$ cat src/rtl/btn_debounce_if.sv
// Button conditioner signal bundle: raw pin in, clean level and event strobes out.
// The master side drives the pin; the slave side is the debouncer.
interface btn_debounce_if;
  logic       btn_in;
  logic       btn_level;
  logic       press_pulse;
  logic       release_pulse;
  logic       long_pulse;
  logic [7:0] press_count;

  modport master (
    output btn_in,
    input  btn_level, press_pulse, release_pulse, long_pulse, press_count
  );

  modport slave (
    input  btn_in,
    output btn_level, press_pulse, release_pulse, long_pulse, press_count
  );
endinterface

$ cat src/rtl/btn_debounce.sv
// Push-button conditioner: 2-flop synchroniser, two-edge debounce FSM, registered
// level, press/release/long-press strobes and a wrapping 8-bit press counter.
module btn_debounce #(
  parameter bit ACTIVE_LOW      = 1'b1,
  parameter int DEBOUNCE_CYCLES = 270000,
  parameter int LONG_CYCLES     = 27000000
) (
  input  logic           clk_in,
  input  logic           rst,
  btn_debounce_if.slave  bus
);

  localparam int DBW = $clog2(DEBOUNCE_CYCLES);
  localparam int HW  = $clog2(LONG_CYCLES + 1);
  localparam logic [DBW-1:0] DB_LAST   = DBW'(DEBOUNCE_CYCLES - 1);
  localparam logic [HW-1:0]  HOLD_LAST = HW'(LONG_CYCLES - 1);
  localparam logic [DBW-1:0] DB_ONE    = DBW'(1);
  localparam logic [HW-1:0]  HOLD_ONE  = HW'(1);

  typedef enum logic [2:0] {
    IDLE     = 3'd0,
    DB_PRESS = 3'd1,
    HELD     = 3'd2,
    LONG     = 3'd3,
    DB_REL   = 3'd4
  } state_t;

  state_t         state_reg, state_next;
  logic [1:0]     sync_reg;
  logic [DBW-1:0] db_cnt_reg, db_cnt_next;
  logic [HW-1:0]  hold_cnt_reg, hold_cnt_next;
  logic           long_done_reg, long_done_next;
  logic           level_reg, level_next;
  logic           press_reg, press_next;
  logic           release_reg, release_next;
  logic           long_reg, long_next;
  logic [7:0]     count_reg, count_next;
  logic           pressed;

  // Synchroniser resets to the released pin level so reset release never looks like a press.
  always_ff @(posedge clk_in or posedge rst) begin
    if (rst) begin
      sync_reg <= {2{ACTIVE_LOW}};
    end else begin
      sync_reg <= {sync_reg[0], bus.btn_in};
    end
  end

  assign pressed = sync_reg[1] ^ ACTIVE_LOW;

  always_ff @(posedge clk_in or posedge rst) begin
    if (rst) begin
      state_reg     <= IDLE;
      db_cnt_reg    <= '0;
      hold_cnt_reg  <= '0;
      long_done_reg <= 1'b0;
      level_reg     <= 1'b0;
      press_reg     <= 1'b0;
      release_reg   <= 1'b0;
      long_reg      <= 1'b0;
      count_reg     <= '0;
    end else begin
      state_reg     <= state_next;
      db_cnt_reg    <= db_cnt_next;
      hold_cnt_reg  <= hold_cnt_next;
      long_done_reg <= long_done_next;
      level_reg     <= level_next;
      press_reg     <= press_next;
      release_reg   <= release_next;
      long_reg      <= long_next;
      count_reg     <= count_next;
    end
  end

  always_comb begin
    state_next = state_reg;
    case (state_reg)
      IDLE: begin
        if (pressed) state_next = DB_PRESS;
      end
      DB_PRESS: begin
        if (!pressed) state_next = IDLE;
        else if (db_cnt_reg == DB_LAST) state_next = HELD;
      end
      HELD: begin
        if (!pressed) state_next = DB_REL;
        else if (hold_cnt_reg == HOLD_LAST) state_next = LONG;
      end
      LONG: begin
        if (!pressed) state_next = DB_REL;
      end
      DB_REL: begin
        if (pressed) state_next = long_done_reg ? LONG : HELD;
        else if (db_cnt_reg == DB_LAST) state_next = IDLE;
      end
      default: state_next = IDLE;
    endcase
  end

  always_comb begin
    db_cnt_next    = db_cnt_reg;
    hold_cnt_next  = hold_cnt_reg;
    long_done_next = long_done_reg;
    level_next     = level_reg;
    press_next     = 1'b0;
    release_next   = 1'b0;
    long_next      = 1'b0;
    count_next     = count_reg;
    case (state_reg)
      IDLE: begin
        level_next = 1'b0;
        if (pressed) db_cnt_next = DB_ONE;
      end
      DB_PRESS: begin
        if (pressed) begin
          if (db_cnt_reg == DB_LAST) begin
            press_next     = 1'b1;
            level_next     = 1'b1;
            count_next     = count_reg + 8'd1;
            hold_cnt_next  = '0;
            long_done_next = 1'b0;
          end else begin
            db_cnt_next = db_cnt_reg + DB_ONE;
          end
        end
      end
      HELD: begin
        if (!pressed) begin
          db_cnt_next = DB_ONE;
        end else begin
          hold_cnt_next = hold_cnt_reg + HOLD_ONE;
          if (hold_cnt_reg == HOLD_LAST) begin
            long_next      = 1'b1;
            long_done_next = 1'b1;
          end
        end
      end
      LONG: begin
        if (!pressed) db_cnt_next = DB_ONE;
      end
      DB_REL: begin
        // hold_cnt is deliberately left untouched so a release glitch does not restart the long timer.
        if (!pressed) begin
          if (db_cnt_reg == DB_LAST) begin
            release_next = 1'b1;
            level_next   = 1'b0;
          end else begin
            db_cnt_next = db_cnt_reg + DB_ONE;
          end
        end
      end
      default: begin
        level_next     = 1'b0;
        db_cnt_next    = '0;
        hold_cnt_next  = '0;
        long_done_next = 1'b0;
      end
    endcase
  end

  assign bus.btn_level     = level_reg;
  assign bus.press_pulse   = press_reg;
  assign bus.release_pulse = release_reg;
  assign bus.long_pulse    = long_reg;
  assign bus.press_count   = count_reg;

endmodule

$ cat src/flat_wrapper.sv
// flat-port wrapper written by rule: the top's interface ports become plain ports
module btn_debounce_flat 
#(
  parameter bit ACTIVE_LOW      = 1'b1,
  parameter int DEBOUNCE_CYCLES = 270000,
  parameter int LONG_CYCLES     = 27000000
)
  (clk_in, rst, bus_btn_in, bus_btn_level, bus_press_pulse, bus_release_pulse, bus_long_pulse, bus_press_count);
  btn_debounce_if bus_i ();
  input  logic clk_in;
  input  logic rst;
  input wire logic [$bits(bus_i.btn_in)-1:0] bus_btn_in;
  output wire logic [$bits(bus_i.btn_level)-1:0] bus_btn_level;
  output wire logic [$bits(bus_i.press_pulse)-1:0] bus_press_pulse;
  output wire logic [$bits(bus_i.release_pulse)-1:0] bus_release_pulse;
  output wire logic [$bits(bus_i.long_pulse)-1:0] bus_long_pulse;
  output wire logic [$bits(bus_i.press_count)-1:0] bus_press_count;
  assign bus_i.btn_in = bus_btn_in;
  assign bus_btn_level = bus_i.btn_level;
  assign bus_press_pulse = bus_i.press_pulse;
  assign bus_release_pulse = bus_i.release_pulse;
  assign bus_long_pulse = bus_i.long_pulse;
  assign bus_press_count = bus_i.press_count;
  btn_debounce #(.ACTIVE_LOW(ACTIVE_LOW), .DEBOUNCE_CYCLES(DEBOUNCE_CYCLES), .LONG_CYCLES(LONG_CYCLES)) u_core (.clk_in(clk_in), .rst(rst), .bus(bus_i));
endmodule
$ cat config.mk
export PLATFORM = sky130hd
export DESIGN_NAME = btn_debounce_flat
export DESIGN_NICKNAME = d
export VERILOG_FILES = /design/src/rtl/btn_debounce_if.sv /design/src/rtl/btn_debounce.sv /design/src/flat_wrapper.sv
export SDC_FILE = /design/constraint.sdc
export NUM_CORES = 1
export LEC_CHECK = 0
export CORE_MARGIN = 2
export CORE_UTILIZATION = 54
export DETAILED_ROUTE_END_ITERATION = 8
export PLACE_DENSITY = 0.75
export SYNTH_ARGS = -nofsm -noshare
export SYNTH_HDL_FRONTEND = slang
export SYNTH_SLANG_ARGS = --single-unit
$ cat constraint.sdc
create_clock -name clk_in -period 1.9 [get_ports clk_in]
set_input_delay 0.38 -clock clk_in [delete_from_list [all_inputs] [get_ports clk_in]]
set_output_delay 0.38 -clock clk_in [all_outputs]
set_load 0.005 [all_outputs]
==> results.toml, run 1 <==
[worst_setup_path]
crit_required_ns = 2.17
r2r_slack_ns = -0.20
endpoint_kind = "flop"
crit_path_start_kind = "flop"
worstSetupPathType = "reg -> reg"
cp_data_arrival_time_ns = 2.37
cp_max_fo = 7

[placed_design]
post-place-ws_ns = -0.163
portBuffers = 14
gp_routability_congestion = 0.928
placedCellCount = 506
place_hpwl_um = 5570

[logic_synthesis]
synthSimpleGateAreaFrac = 0.283
synth_fa_ha_area_frac = 0.0113
syn_nets = 375
syn_avg_cell_area_um2 = 8.98
synth-xor-area-share = 0.0873
synth_top_family_by_area = "simple AND/OR/NAND/NOR gates"
synth_cell_types = 53
synth_cells = 369
synth_edf_count = 0
yosysWarningCount = 0
synth-compound-area-share = 0.120
netlist_area_mm2 = 0.00331
synth_mux_area_frac = 0.00340
synthFlopType = "dfrtp_1"
synth_seq_cells = 62
ys_seq_area_frac = 0.469
synth-async-reset-ratio = 1.00

[timing]
finalClockSkew_ns = 0.0164
fin_tns_setup_ns = -1.40
period_needed_ns = 2.10
max-slew-margin-rel = 0.702
finalWorstSetupSlack_ns = -0.199
hold_ws_ns = 0.362
hold_violations = 0
rsz0062_at_grt = "yes"
setup_viol = 24
fmax_ghz = 0.477
tightest_slew_ns = 0.441
slew_viol_final = 0
fin_crit_sh = 1.10

[finish]
nFillCells = 309
diodes = 0
drive_gt1_frac = 0.352
final_nets = 461
area_delta_synth_final_pct = 45.6
largest_reg_flops = 25
fin_util = 0.815
final_cells = 535

[detailed_routing]
drtIter0Drc = 319
num_vias = 3449
first_pass_iters = 5
drc_errors = 0
ant_nets = 0
wl_per_cell_um = 20.3
vias_per_cell = 6.45
wirelength_um = 10900

[floorplanning]
design.portCount = 15
start_util = 0.559
core.rowCount = 28
die_h_um = 82.3
die-area_mm2 = 0.00678
die_w_um = 82.3
core_mm2 = 0.00592

[cts]
cts_buffers = 9
root_buffer = "clkbuf_8"
cts_hold_buffers = 0
clock_path_buffers = 2
clock-sinks = 62
cts_tree = "built"
cts_htree_levels = 3
clock_latency_ns = 0.36
cts.clk_slew.worst_paths_ns = 0.08

[global_routing]
grt_pass1_vias = 2998
grt_overflow = 0
grt_pass1_wl_um = 14200
globalRouteTotalUtil = 0.279
grt_max_degree = 27
grt_antenna_before_repair = 0

[power_and_ir_drop]
peakVddDrop_mv = 0.569
p_leak_nw = 2.09
power.density_mw_per_mm2 = 791

[outcome]
violations = "setup timing"
outcome = "complete, but fails checks"

[worst_hold_path]
hp-class = "reg -> reg"

[flow_run]
cap_violations = 0
report_power, final:
group / switching, mW / internal (mW)
Combinational: 0.706 / 0.443
Clock: 0.553 / 0.672
Sequential: 0.0570 / 1.38
worst max-delay path, stage by stage, from the launching register on:
cell and delay, ns:
dfrtp_1 0.42, ha_2 0.22, and3_4 0.21, and2b_4 0.23
a21oi_4 0.10, or2_4 0.31, or3_1 0.34, a21oi_1 0.20
per-layer routing:
layer / part of all wire / global-route usage
met2: 0.46 / 0.431
met5: 0 / 0
met4: 0.051 / 0.0967
met1: 0.40 / 0.382
met3: 0.090 / 0.0707
cell type report:
class	instances	area, um2	share of cell area
Timing Repair Buffer	88	796	0.165
Clock inverter	4	45.0	0.00934
Multi-Input combinational cell	287	2150	0.445
Clock buffer	12	155	0.0322
Inverter	7	30.0	0.00623
Tap cell	75	93.8	0.0195
Sequential cell	62	1560	0.323
path summary, 6_finish.rpt:
kind,start,endpoint,cells past startpoint
min in group asynchronous,rst,u_core.hold_cnt_reg[0],2
worst min-delay path,u_core.sync_reg[0],u_core.sync_reg[1],0
worst max register to register,u_core.db_cnt_reg[0],u_core.hold_cnt_reg[19],7
max in group asynchronous,rst,u_core.sync_reg[0],3
worst min register to register,u_core.sync_reg[0],u_core.sync_reg[1],0
worst max-delay path,u_core.db_cnt_reg[0],u_core.hold_cnt_reg[19],7
metrics by stage:
stage / power [mW] / area (um2)
4_1_cts: 3.52 / 4420
2_1_floorplan: 1.91 / 3360
6_report: 3.81 / 4820
3_5_place_dp: 2.22 / 4020
5_1_grt: 3.93 / 4820
3_3_place_gp: 2.20 / 4020
cell usage after synthesis (all sizes together), types with 6 or more instances:
cell	number	area (um2)
xor2	12	105
nand4	11	68.8
xnor2	21	184
inv	7	26.3
nor2	51	191
nand2	42	158
or3	6	37.5
a21oi	10	61.3
nor3	19	100
nand3	20	100
nor4	14	93.8
dfrtp	60	1500
o21ai	23	115
clkbuf	10	38.8
cell families after synthesis:
family / count (synthesis)
AOI/OAI and AO/OA: 61
muxes: 1
DFF: 62
buffers and inverters: 21
adders and majority gates: 3
xor gates and xnor gates: 33
and+or+nand+nor: 188
what timing repair did:
action                                  in CTS  in global routing
pin swaps                                   12                 38
gates cloned                                 1                  1
resized for setup                           29                 74
endpoints found under the setup margin      25                 41
setup buffers                                5                  6
cells in the final DEF (no fill, tap or decap), drive strengths merged, types with 3 or more instances in the layout:
master	instances
xor2	12
buf	73
clkdlybuf4s50	14
nor4	14
nand2	42
nand4	11
and4	4
clkbuf	13
o31ai	5
nor3	19
dfrtp	60
ha	3
or3	6
nor2	51
o21ai	23
o22ai	3
and3	5
nor2b	4
xnor2	21
clkinv	3
inv	6
a21oi	10
a31oi	4
nand3	20
Note: power is estimated with default switching activity, not from simulation.
==> run 2: changes to the inputs <==
--- a/config.mk
+++ b/config.mk
@@ -6,9 +6,9 @@
 export NUM_CORES = 1
 export LEC_CHECK = 0
 export CORE_MARGIN = 2
-export CORE_UTILIZATION = 54
+export CORE_UTILIZATION = 35
+export CTS_BUF_LIST = sky130_fd_sc_hd__clkbuf_8
 export DETAILED_ROUTE_END_ITERATION = 8
-export PLACE_DENSITY = 0.75
 export SYNTH_ARGS = -nofsm -noshare
 export SYNTH_HDL_FRONTEND = slang
 export SYNTH_SLANG_ARGS = --single-unit
==> constraint.sdc (replaced) <==
create_clock -name clk_in -period 2.49 [get_ports clk_in]
set_input_delay 0.498 -clock clk_in [delete_from_list [all_inputs] [get_ports clk_in]]
set_output_delay 0.498 -clock clk_in [all_outputs]
set_load 0.005 [all_outputs]
==> run 2 against run 1 <==
Effect of this change:
- the flow now finishes without violations
- total power is 32% lower
- global-route usage is 12 points lower
- combinational power is 61% lower
- non-clock buffer count is 60 lower
- count of clock-buffer cells in the layout stayed put
- final cell count is 4.7% lower
- flip-flop and latch count stayed put
- critical path type unchanged
- largest cell class unchanged
- highest routed layer unchanged
==> results.toml, run 2 (synthesized netlist as in run 1, its figures left out) <==
[outcome]
outcome = "complete, no violations"

[cts]
clock_latency_ns = 0.34
cts_tree = "built"
clock_path_buffers = 2
cts_hold_buffers = 0
post_cts_buffers = 0
cts.clk_slew.worst_paths_ns = 0.07
root_buffer = "clkbuf_8"
cts_buffers = 9
clock-sinks = 62
cts_htree_levels = 3

[timing]
max-slew-margin-rel = 0.657
finalWorstSetupSlack_ns = 0.240
fin_crit_sh = 0.904
fmax_ghz = 0.444
hold_violations = 0
slew_viol_final = 0
tightest_slew_ns = 0.515
fin_tns_setup_ns = 0
finalClockSkew_ns = 0.0109
hold_ws_ns = 0.368
setup_viol = 0
period_needed_ns = 2.25
rsz0062_at_grt = "no"

[detailed_routing]
wirelength_um = 7160
first_pass_iters = 4
drc_errors = 0
vias_per_cell = 5.35
wl_per_cell_um = 14.0
drtIter0Drc = 158
ant_nets = 0
num_vias = 2726

[placed_design]
post-place-ws_ns = 0.242
placedCellCount = 494
gp_routability_congestion = 0.847
postPlaceCellArea_mm2 = 0.00363
place_hpwl_um = 5030
portBuffers = 14

[finish]
drive_gt1_frac = 0.105
area_delta_synth_final_pct = 17.0
diodes = 0
largest_reg_flops = 25
final_common_cell = "dfrtp_1"
final_cells = 510
nFillCells = 920
final_nets = 400
fin_util = 0.421
final_cell_area_mm2 = 0.00387
most-common-layout-cells = "dfrtp_1, nor2_1, nand2_1"

[worst_setup_path]
worstSetupPathType = "reg -> reg"
cp-startpoint = "u_core.db_cnt_reg[0]"
r2r_slack_ns = 0.24
rr_worst_depth = 8
crit_path_start_kind = "flop"
cp_max_fo = 13
crit_required_ns = 2.70
cp-endpoint = "u_core.hold_cnt_reg[21]"
endpoint_kind = "flop"
r2r-start = "u_core.db_cnt_reg[0]"
cp_data_arrival_time_ns = 2.46
timing.rr.end = "u_core.hold_cnt_reg[21]"

[global_routing]
grt_pass1_wl_um = 12600
grt_overflow = 0
grt_use_met1 = 0.222
grt.busiest_layer = "met2"
grt_max_degree = 37
grt_antenna_before_repair = 0
grt_use_met2 = 0.228
grt_pass1_vias = 2644
gr-usage-met3 = 0.0317
globalRouteTotalUtil = 0.155

[flow_run]
cap_violations = 0

[floorplanning]
start_util = 0.360
die_h_um = 101
core_mm2 = 0.00920
design.portCount = 15
die-area_mm2 = 0.0103
die_w_um = 101
core.rowCount = 35

[power_and_ir_drop]
power.density_mw_per_mm2 = 670
peakVddDrop_mv = 0.287
p_leak_nw = 1.58
finalPower_mw = 2.60

[worst_hold_path]
hp-class = "reg -> reg"
run 2: changes by cell type in the layout (fill, tap and decap cells not counted), sizes merged:
cell | previous run | this run
inv | 6 | 8
bufinv | 1 | 2
buf | 73 | 14
clkinv | 3 | 1
a211o | 2 | 1
clkbuf | 13 | 12
clkinvlp | 1 | 0
run 2: what timing repair did:
action / in CTS / in global routing
endpoints found under the hold margin: 0 / 0
endpoints found under the setup margin: 0 / 1
gates resized for setup: 0 / 1
run 2: area by class of cell:
| type | instances | area [um2] | share of cell area |
|---|---|---|---|
| clock inverters | 4 | 68.8 | 0.0178 |
| repair buffers | 28 | 245 | 0.0633 |
| multi-input cells | 286 | 1680 | 0.432 |
| flip-flops and latches | 62 | 1550 | 0.401 |
| inverters | 7 | 26.3 | 0.00678 |
| well taps | 111 | 139 | 0.0359 |
| clock buffers | 12 | 165 | 0.0426 |
run 2: critical path, cell delays in order, from the launching register on:
cell	delay [ns]
dfrtp_1	0.45
ha_1	0.23
and3_1	0.25
and2b_1	0.28
a21oi_4	0.10
buf_4	0.19
nor4_1	0.40
xnor2_1	0.17
nor2_1	0.05
run 2: worst min-delay path by stage:
stage	startpoint	endpoint	slack (ns)	cells past startpoint
after global placement	u_core.sync_reg[0]	u_core.sync_reg[1]	0.35	0
after global routing	u_core.sync_reg[0]	u_core.sync_reg[1]	0.37	0
after floorplan	u_core.sync_reg[0]	u_core.sync_reg[1]	0.35	0
final	u_core.sync_reg[0]	u_core.sync_reg[1]	0.37	0
after detailed placement	u_core.sync_reg[0]	u_core.sync_reg[1]	0.36	0
after CTS	u_core.sync_reg[0]	u_core.sync_reg[1]	0.37	0
run 2: report_power, final:
part	switching (mW)	internal, mW	leakage [nW]
registers	0.0640	1.06	0.851
logic	0.278	0.167	0.608
clock network	0.389	0.641	0.124
run 2: per-layer routing:
layer	share of wire	routed length [um]
met1	0.51	3620
met2	0.44	3160
met3	0.034	244
met4	0.019	136
met5	0	0
==> run 3: changes to the inputs <==
--- a/config.mk
+++ b/config.mk
@@ -9,6 +9,7 @@
 export CORE_UTILIZATION = 35
 export CTS_BUF_LIST = sky130_fd_sc_hd__clkbuf_8
 export DETAILED_ROUTE_END_ITERATION = 8
+export SLEW_MARGIN = 20
 export SYNTH_ARGS = -nofsm -noshare
 export SYNTH_HDL_FRONTEND = slang
 export SYNTH_SLANG_ARGS = --single-unit
==> results of run 3 <==
Final layout, timing and power as in run 2 (identical DEF).
